## src/rtl/cmp_unit_iter_pkg.sv

```systemverilog
// Shared CMPOP opcode / CMPI state macros plus the iterative comparator package.
// Optional build macro: CMP_EARLY_EXIT_EN (data-dependent early exit in BUSY).
`ifndef CMP_UNIT_VH
`define CMP_UNIT_VH
`define CMPOP_WIDTH 3
`define CMPOP_BEQ   3'd0
`define CMPOP_BNE   3'd1
`define CMPOP_BLT   3'd4
`define CMPOP_BGE   3'd5
`define CMPOP_BLTU  3'd6
`define CMPOP_BGEU  3'd7
`define CMPI_ST_IDLE 2'd0
`define CMPI_ST_BUSY 2'd1
`define CMPI_ST_DONE 2'd2
`endif

package cmp_unit_iter_pkg;
  localparam logic [1:0] ST_IDLE = `CMPI_ST_IDLE;
  localparam logic [1:0] ST_BUSY = `CMPI_ST_BUSY;
  localparam logic [1:0] ST_DONE = `CMPI_ST_DONE;

  typedef logic [`CMPOP_WIDTH-1:0] cmpop_t;

  function automatic logic is_signed_op(input cmpop_t op);
    return (op == `CMPOP_BLT) || (op == `CMPOP_BGE);
  endfunction

  function automatic logic cmp_map(input cmpop_t op, input logic eq, input logic lt);
    logic r;
    case (op)
      `CMPOP_BEQ:               r = eq;
      `CMPOP_BNE:               r = !eq;
      `CMPOP_BLT,  `CMPOP_BLTU: r = lt;
      `CMPOP_BGE,  `CMPOP_BGEU: r = !lt;
      default:                  r = 1'b0;
    endcase
    return r;
  endfunction
endpackage

```

## src/rtl/cmp_unit_iter_chunk.sv

```systemverilog
// Combinational CHUNK-bit unsigned compare: equality and less-than.
module cmp_chunk #(
  parameter int CHUNK = 8
) (
  input  logic [CHUNK-1:0] a,
  input  logic [CHUNK-1:0] b,
  output logic             eq,
  output logic             lt
);
  assign eq = (a == b);
  assign lt = (a < b);
endmodule

```

## src/rtl/cmp_unit_iter.sv

```systemverilog
// Iterative branch comparator, MS chunk first, valid/ready on both sides.
// Build macro CMP_EARLY_EXIT_EN: stop at first differing chunk; otherwise constant N cycles.
module cmp_unit_iter
  import cmp_unit_iter_pkg::*;
#(
  parameter int WIDTH = 32,
  parameter int CHUNK = 8
) (
  input  logic                    clk,
  input  logic                    rst_n,
  input  logic                    i_valid,
  output logic                    i_ready,
  input  logic [`CMPOP_WIDTH-1:0] i_op,
  input  logic [WIDTH-1:0]        i_a,
  input  logic [WIDTH-1:0]        i_b,
  output logic                    o_valid,
  input  logic                    o_ready,
  output logic                    o_out
);
  localparam int N  = WIDTH / CHUNK;
  localparam int CW = $clog2(N) + 1;
  localparam logic [WIDTH-1:0] MSB = WIDTH'(1) << (WIDTH - 1);

  logic [1:0]       state;
  cmpop_t           op_r;
  logic [WIDTH-1:0] a_sh, b_sh;
  logic [CW-1:0]    cnt;
  logic             eq_r, lt_r, decided;
  logic             ch_eq, ch_lt;
  logic             fin_eq, fin_lt, last, finish;
  logic [WIDTH-1:0] flip;

  cmp_chunk #(.CHUNK(CHUNK)) u_chunk (
    .a  (a_sh[WIDTH-1 -: CHUNK]),
    .b  (b_sh[WIDTH-1 -: CHUNK]),
    .eq (ch_eq),
    .lt (ch_lt)
  );

  // Once a difference is latched, later chunks no longer influence the result.
  assign fin_eq = decided ? eq_r : ch_eq;
  assign fin_lt = decided ? lt_r : ch_lt;
  assign last   = (cnt == CW'(N - 1));
`ifdef CMP_EARLY_EXIT_EN
  assign finish = last || !ch_eq;
`else
  assign finish = last;
`endif

  // Biasing the sign bit turns a signed compare into an unsigned one.
  assign flip    = is_signed_op(i_op) ? MSB : '0;
  assign i_ready = (state == ST_IDLE);
  assign o_valid = (state == ST_DONE);

  always_ff @(posedge clk) begin
    if (!rst_n) begin
      state   <= ST_IDLE;
      op_r    <= '0;
      a_sh    <= '0;
      b_sh    <= '0;
      cnt     <= '0;
      eq_r    <= 1'b0;
      lt_r    <= 1'b0;
      decided <= 1'b0;
      o_out   <= 1'b0;
    end else begin
      case (state)
        ST_IDLE: begin
          if (i_valid) begin
            op_r    <= i_op;
            a_sh    <= i_a ^ flip;
            b_sh    <= i_b ^ flip;
            cnt     <= '0;
            eq_r    <= 1'b0;
            lt_r    <= 1'b0;
            decided <= 1'b0;
            state   <= ST_BUSY;
          end
        end
        ST_BUSY: begin
          a_sh <= a_sh << CHUNK;
          b_sh <= b_sh << CHUNK;
          cnt  <= cnt + CW'(1);
          if (!decided && !ch_eq) begin
            decided <= 1'b1;
            eq_r    <= 1'b0;
            lt_r    <= ch_lt;
          end
          if (finish) begin
            eq_r  <= fin_eq;
            lt_r  <= fin_eq ? 1'b0 : fin_lt;
            o_out <= cmp_map(op_r, fin_eq, fin_eq ? 1'b0 : fin_lt);
            state <= ST_DONE;
          end
        end
        ST_DONE: begin
          if (o_ready) state <= ST_IDLE;
        end
        default: state <= ST_IDLE;
      endcase
    end
  end
endmodule

```

## config.mk

```make
export PLATFORM = sky130hd
export DESIGN_NAME = cmp_unit_iter
export DESIGN_NICKNAME = d
export VERILOG_FILES = /design/src/rtl/cmp_unit_iter_pkg.sv /design/src/rtl/cmp_unit_iter_chunk.sv /design/src/rtl/cmp_unit_iter.sv
export SDC_FILE = /design/constraint.sdc
export NUM_CORES = 1
export LEC_CHECK = 0
export ABC_CLOCK_PERIOD_IN_PS = 2160
export CAP_MARGIN = 20
export CORE_ASPECT_RATIO = 2
export CORE_UTILIZATION = 51
export CTS_CLUSTER_SIZE = 12
export DETAILED_ROUTE_END_ITERATION = 8
export PLACE_DENSITY = 0.87
export SETUP_SLACK_MARGIN = 0.2
export SLEW_MARGIN = 20
export SYNTH_ARGS = -nofsm -noshare
export SYNTH_HDL_FRONTEND = slang
export SYNTH_SLANG_ARGS = --single-unit
```

## constraint.sdc

```tcl
create_clock -name clk -period 2.16 [get_ports clk]
set_clock_uncertainty 0.15 [all_clocks]
set_input_delay 0.54 -clock clk [delete_from_list [all_inputs] [get_ports clk]]
set_output_delay 0.54 -clock clk [all_outputs]
set_load 0.005 [all_outputs]
```

==> flow_metrics.env, run 1 <==
export IMPL_die_h_um=118
export IMPL_grt_use_total=0.262
export IMPL_drt_first_pass_iters=8
export IMPL_path_class="reg -> reg"
export IMPL_drive_above_1_share=0.102
export IMPL_hpwlAfterDp_um=5980
export IMPL_yosys_warnings=0
export IMPL_gp_congestion=0.829
export IMPL_setup_violations=0
export IMPL_num_vias=3057
export IMPL_synth_top_area_cell="dfxtp_1"
export IMPL_cts_root_buf="clkbuf_16"
export IMPL_cp_endpoint="lt_r"
export IMPL_cts_tree="built"
export IMPL_hold_violations=0
export IMPL_num_rows=42
export IMPL_drv_slew=0
export IMPL_outcome="finished with violations"
export IMPL_clkTransAtPathRegs_ns=0.06
export IMPL_violations="DRC"
export IMPL_syn_inst=389
export IMPL_core_area_um2=6570
export IMPL_cts_sinks=76
export IMPL_finalSetupTns_ns=0
export IMPL_timing_reg2reg_worst_path_depth=6
export IMPL_grt_max_degree=32
export IMPL_cts_buffer_depth=2
export IMPL_r2r_end="lt_r"
export IMPL_ys_flop_type="dfxtp_1"
export IMPL_fin_nets=539
export IMPL_max_cap_violations=0
export IMPL_fin_util=0.704
export IMPL_boundaryPins=74
export IMPL_synth_common_cells="dfxtp_1, nand2_1, nor2_1"
export IMPL_synth_area_leaders="dfxtp_1, a22oi_1, nand2_1"
export IMPL_synth_top_area_share=0.443
export IMPL_max_freq_ghz=0.530
export IMPL_ant_nets=0
export IMPL_first_iter_violations=139
export IMPL_place_ws_ns=0.0457
export IMPL_rrSetupSlack_ns=0.27
export IMPL_arrival_ns=1.97
export IMPL_wl_um=8410
export IMPL_ys_ff_latch=76
export IMPL_h_tree_depth=3
export IMPL_clock_latency_ns=0.34
export IMPL_slew_headroom=0.684
export IMPL_vdd_drop_max_v=0.000678
export IMPL_setup_ws_ns=0.274
export IMPL_powerDensity_nw_per_um2=829
export IMPL_syn_area_um2=3430
export IMPL_cts_hold_buf=0
export IMPL_place_inst=533
export IMPL_cp_start_kind="register"
export IMPL_leakagePower_nw=1.76
export IMPL_wl_per_cell_um=15.3
export IMPL_required_ns=2.24
export IMPL_via_per_inst=5.55
export IMPL_crit_start="b_sh[29]"
export IMPL_ys_seq_area_frac=0.443
export IMPL_tightest_slew_ns=0.473
export IMPL_die_x_um=60.0
export IMPL_avgSynthCellArea_um2=8.83
export IMPL_synth_edff_count=0
export IMPL_cts_made_buffers=9
export IMPL_grt_pass1_vias=3045
export IMPL_crit_path_end_kind="register"
export IMPL_area_growth_syn_to_layout_pct=34.6
export IMPL_async_flop_share=0
export IMPL_rsz0062_at_grt="yes"
export IMPL_timing_rr_start="b_sh[29]"
export IMPL_syn_num_nets=470
export IMPL_port_buffers=73
export IMPL_hold_path_class="reg -> reg"
export IMPL_die_area_um2=7090
export IMPL_synth_most_common_cell="dfxtp_1"
export IMPL_grt_first_pass_wirelength_um=13700
export IMPL_initial_utilization=0.523
export IMPL_fin_crit_sh=0.873
export IMPL_antenna_found_initial=0
export IMPL_drt_drc_violations_left=1
export IMPL_period_needed_ns=1.89
export IMPL_grt_overflow=0
export IMPL_diodes=0
export IMPL_ys_types=36
export IMPL_cp_max_fo=4
export IMPL_fin_cells=551
-- timing repair --
action,CTS,global route
setup buffers,1,1
resized for setup,6,3
pin swaps,0,5
setup endpoints to repair,4,3
-- flip-flops by register name, summed over array words and instances, names as in the netlist --
signal and cells:
decided 1, eq_r 1, op_r 3, a_sh 32
cnt 3, lt_r 1, b_sh 32, o_out 1
state 2
-- kinds of logic (layout without fill, tap and decap cells) --
group | Yosys count | count (layout) | share of synthesized area
compound gates | 123 | 123 | 0.277
xor+xnor | 3 | 3 | 0.00765
fa+ha+maj | 10 | 10 | 0.0364
buf+inv | 42 | 116 | 0.0627
flops | 76 | 76 | 0.443
simple gates | 135 | 135 | 0.173
-- cells in the final DEF (no fill, tap or decap), types with 4 or more instances in the layout --
master and n:
nor2_1 36, a21oi_1 5, a21boi_1 29, nor2b_1 5, clkbuf_16 9, buf_4 12
o21a_1 4, clkdlybuf4s50_1 70, nand3_1 18, a21boi_0 24, buf_12 4, a22oi_1 32
ha_1 9, nand2_1 64, o221ai_1 17, inv_1 11, dfxtp_1 73, o21ai_0 4
-- routing by layer --
metal / up-vias / wire [um] / global-route usage
met5: - / 0 / 0
met4: 0 / 289 / 0.140
met3: 21 / 229 / 0.0538
met2: 72 / 4630 / 0.457
met1: 1448 / 3270 / 0.280
li1: 1516 / - / -
-- how the worst min path moves through the flow --
stage	startpoint	to	slack (ns)	cells after the start
finish	b_sh[11]	b_sh[11]	0.30	2
global route	b_sh[9]	b_sh[9]	0.32	2
CTS	b_sh[11]	b_sh[11]	0.30	2
detailed placement	b_sh[11]	b_sh[11]	0.30	2
global placement	b_sh[14]	b_sh[14]	0.29	2
floorplan	b_sh[30]	b_sh[30]	0.28	2
-- layout make-up --
| type | instances | area [um2] |
|---|---|---|
| clock inverter | 6 | 86.3 |
| timing repair buffer | 89 | 897 |
| clock buffer | 10 | 239 |
| tap | 88 | 110 |
| fill | 510 | 1950 |
| sequential | 76 | 1530 |
| inverter | 11 | 41.3 |
| multi-input combinational | 271 | 1720 |
-- through the flow --
stage | total power [W] | instance area [um2] | hold slack, ns
after global routing | 0.00397 | 4620 | 0.322
final | 0.00383 | 4620 | 0.303
after floorplan | 0.00197 | 3430 | 0.283
after CTS | 0.00384 | 4600 | 0.304
after global placement | 0.00219 | 4250 | 0.291
after detailed placement | 0.00222 | 4250 | 0.296
-- where the power goes --
part / total [W] / switching (W) / internal [W] / leakage (nW)
Sequential: 0.00157 / 0.0000643 / 0.00151 / 0.626
Clock: 0.00162 / 0.000580 / 0.00104 / 0.159
Combinational: 0.000638 / 0.000313 / 0.000324 / 0.979
-- worst max-delay path, stage by stage (launching register included) --
cell	delay, ns
dfxtp_1	0.33
inv_1	0.06
ha_1	0.29
nand4_1	0.22
o31ai_2	0.34
o22ai_1	0.13
a32o_1	0.26
(Power assumes the default switching activity.)
==> inputs of run 2 (changes only) <==
- CAP_MARGIN: 20 -> unset
==> results of run 2 <==
Same layout as run 1: the final DEF is identical, and so are final timing and power.
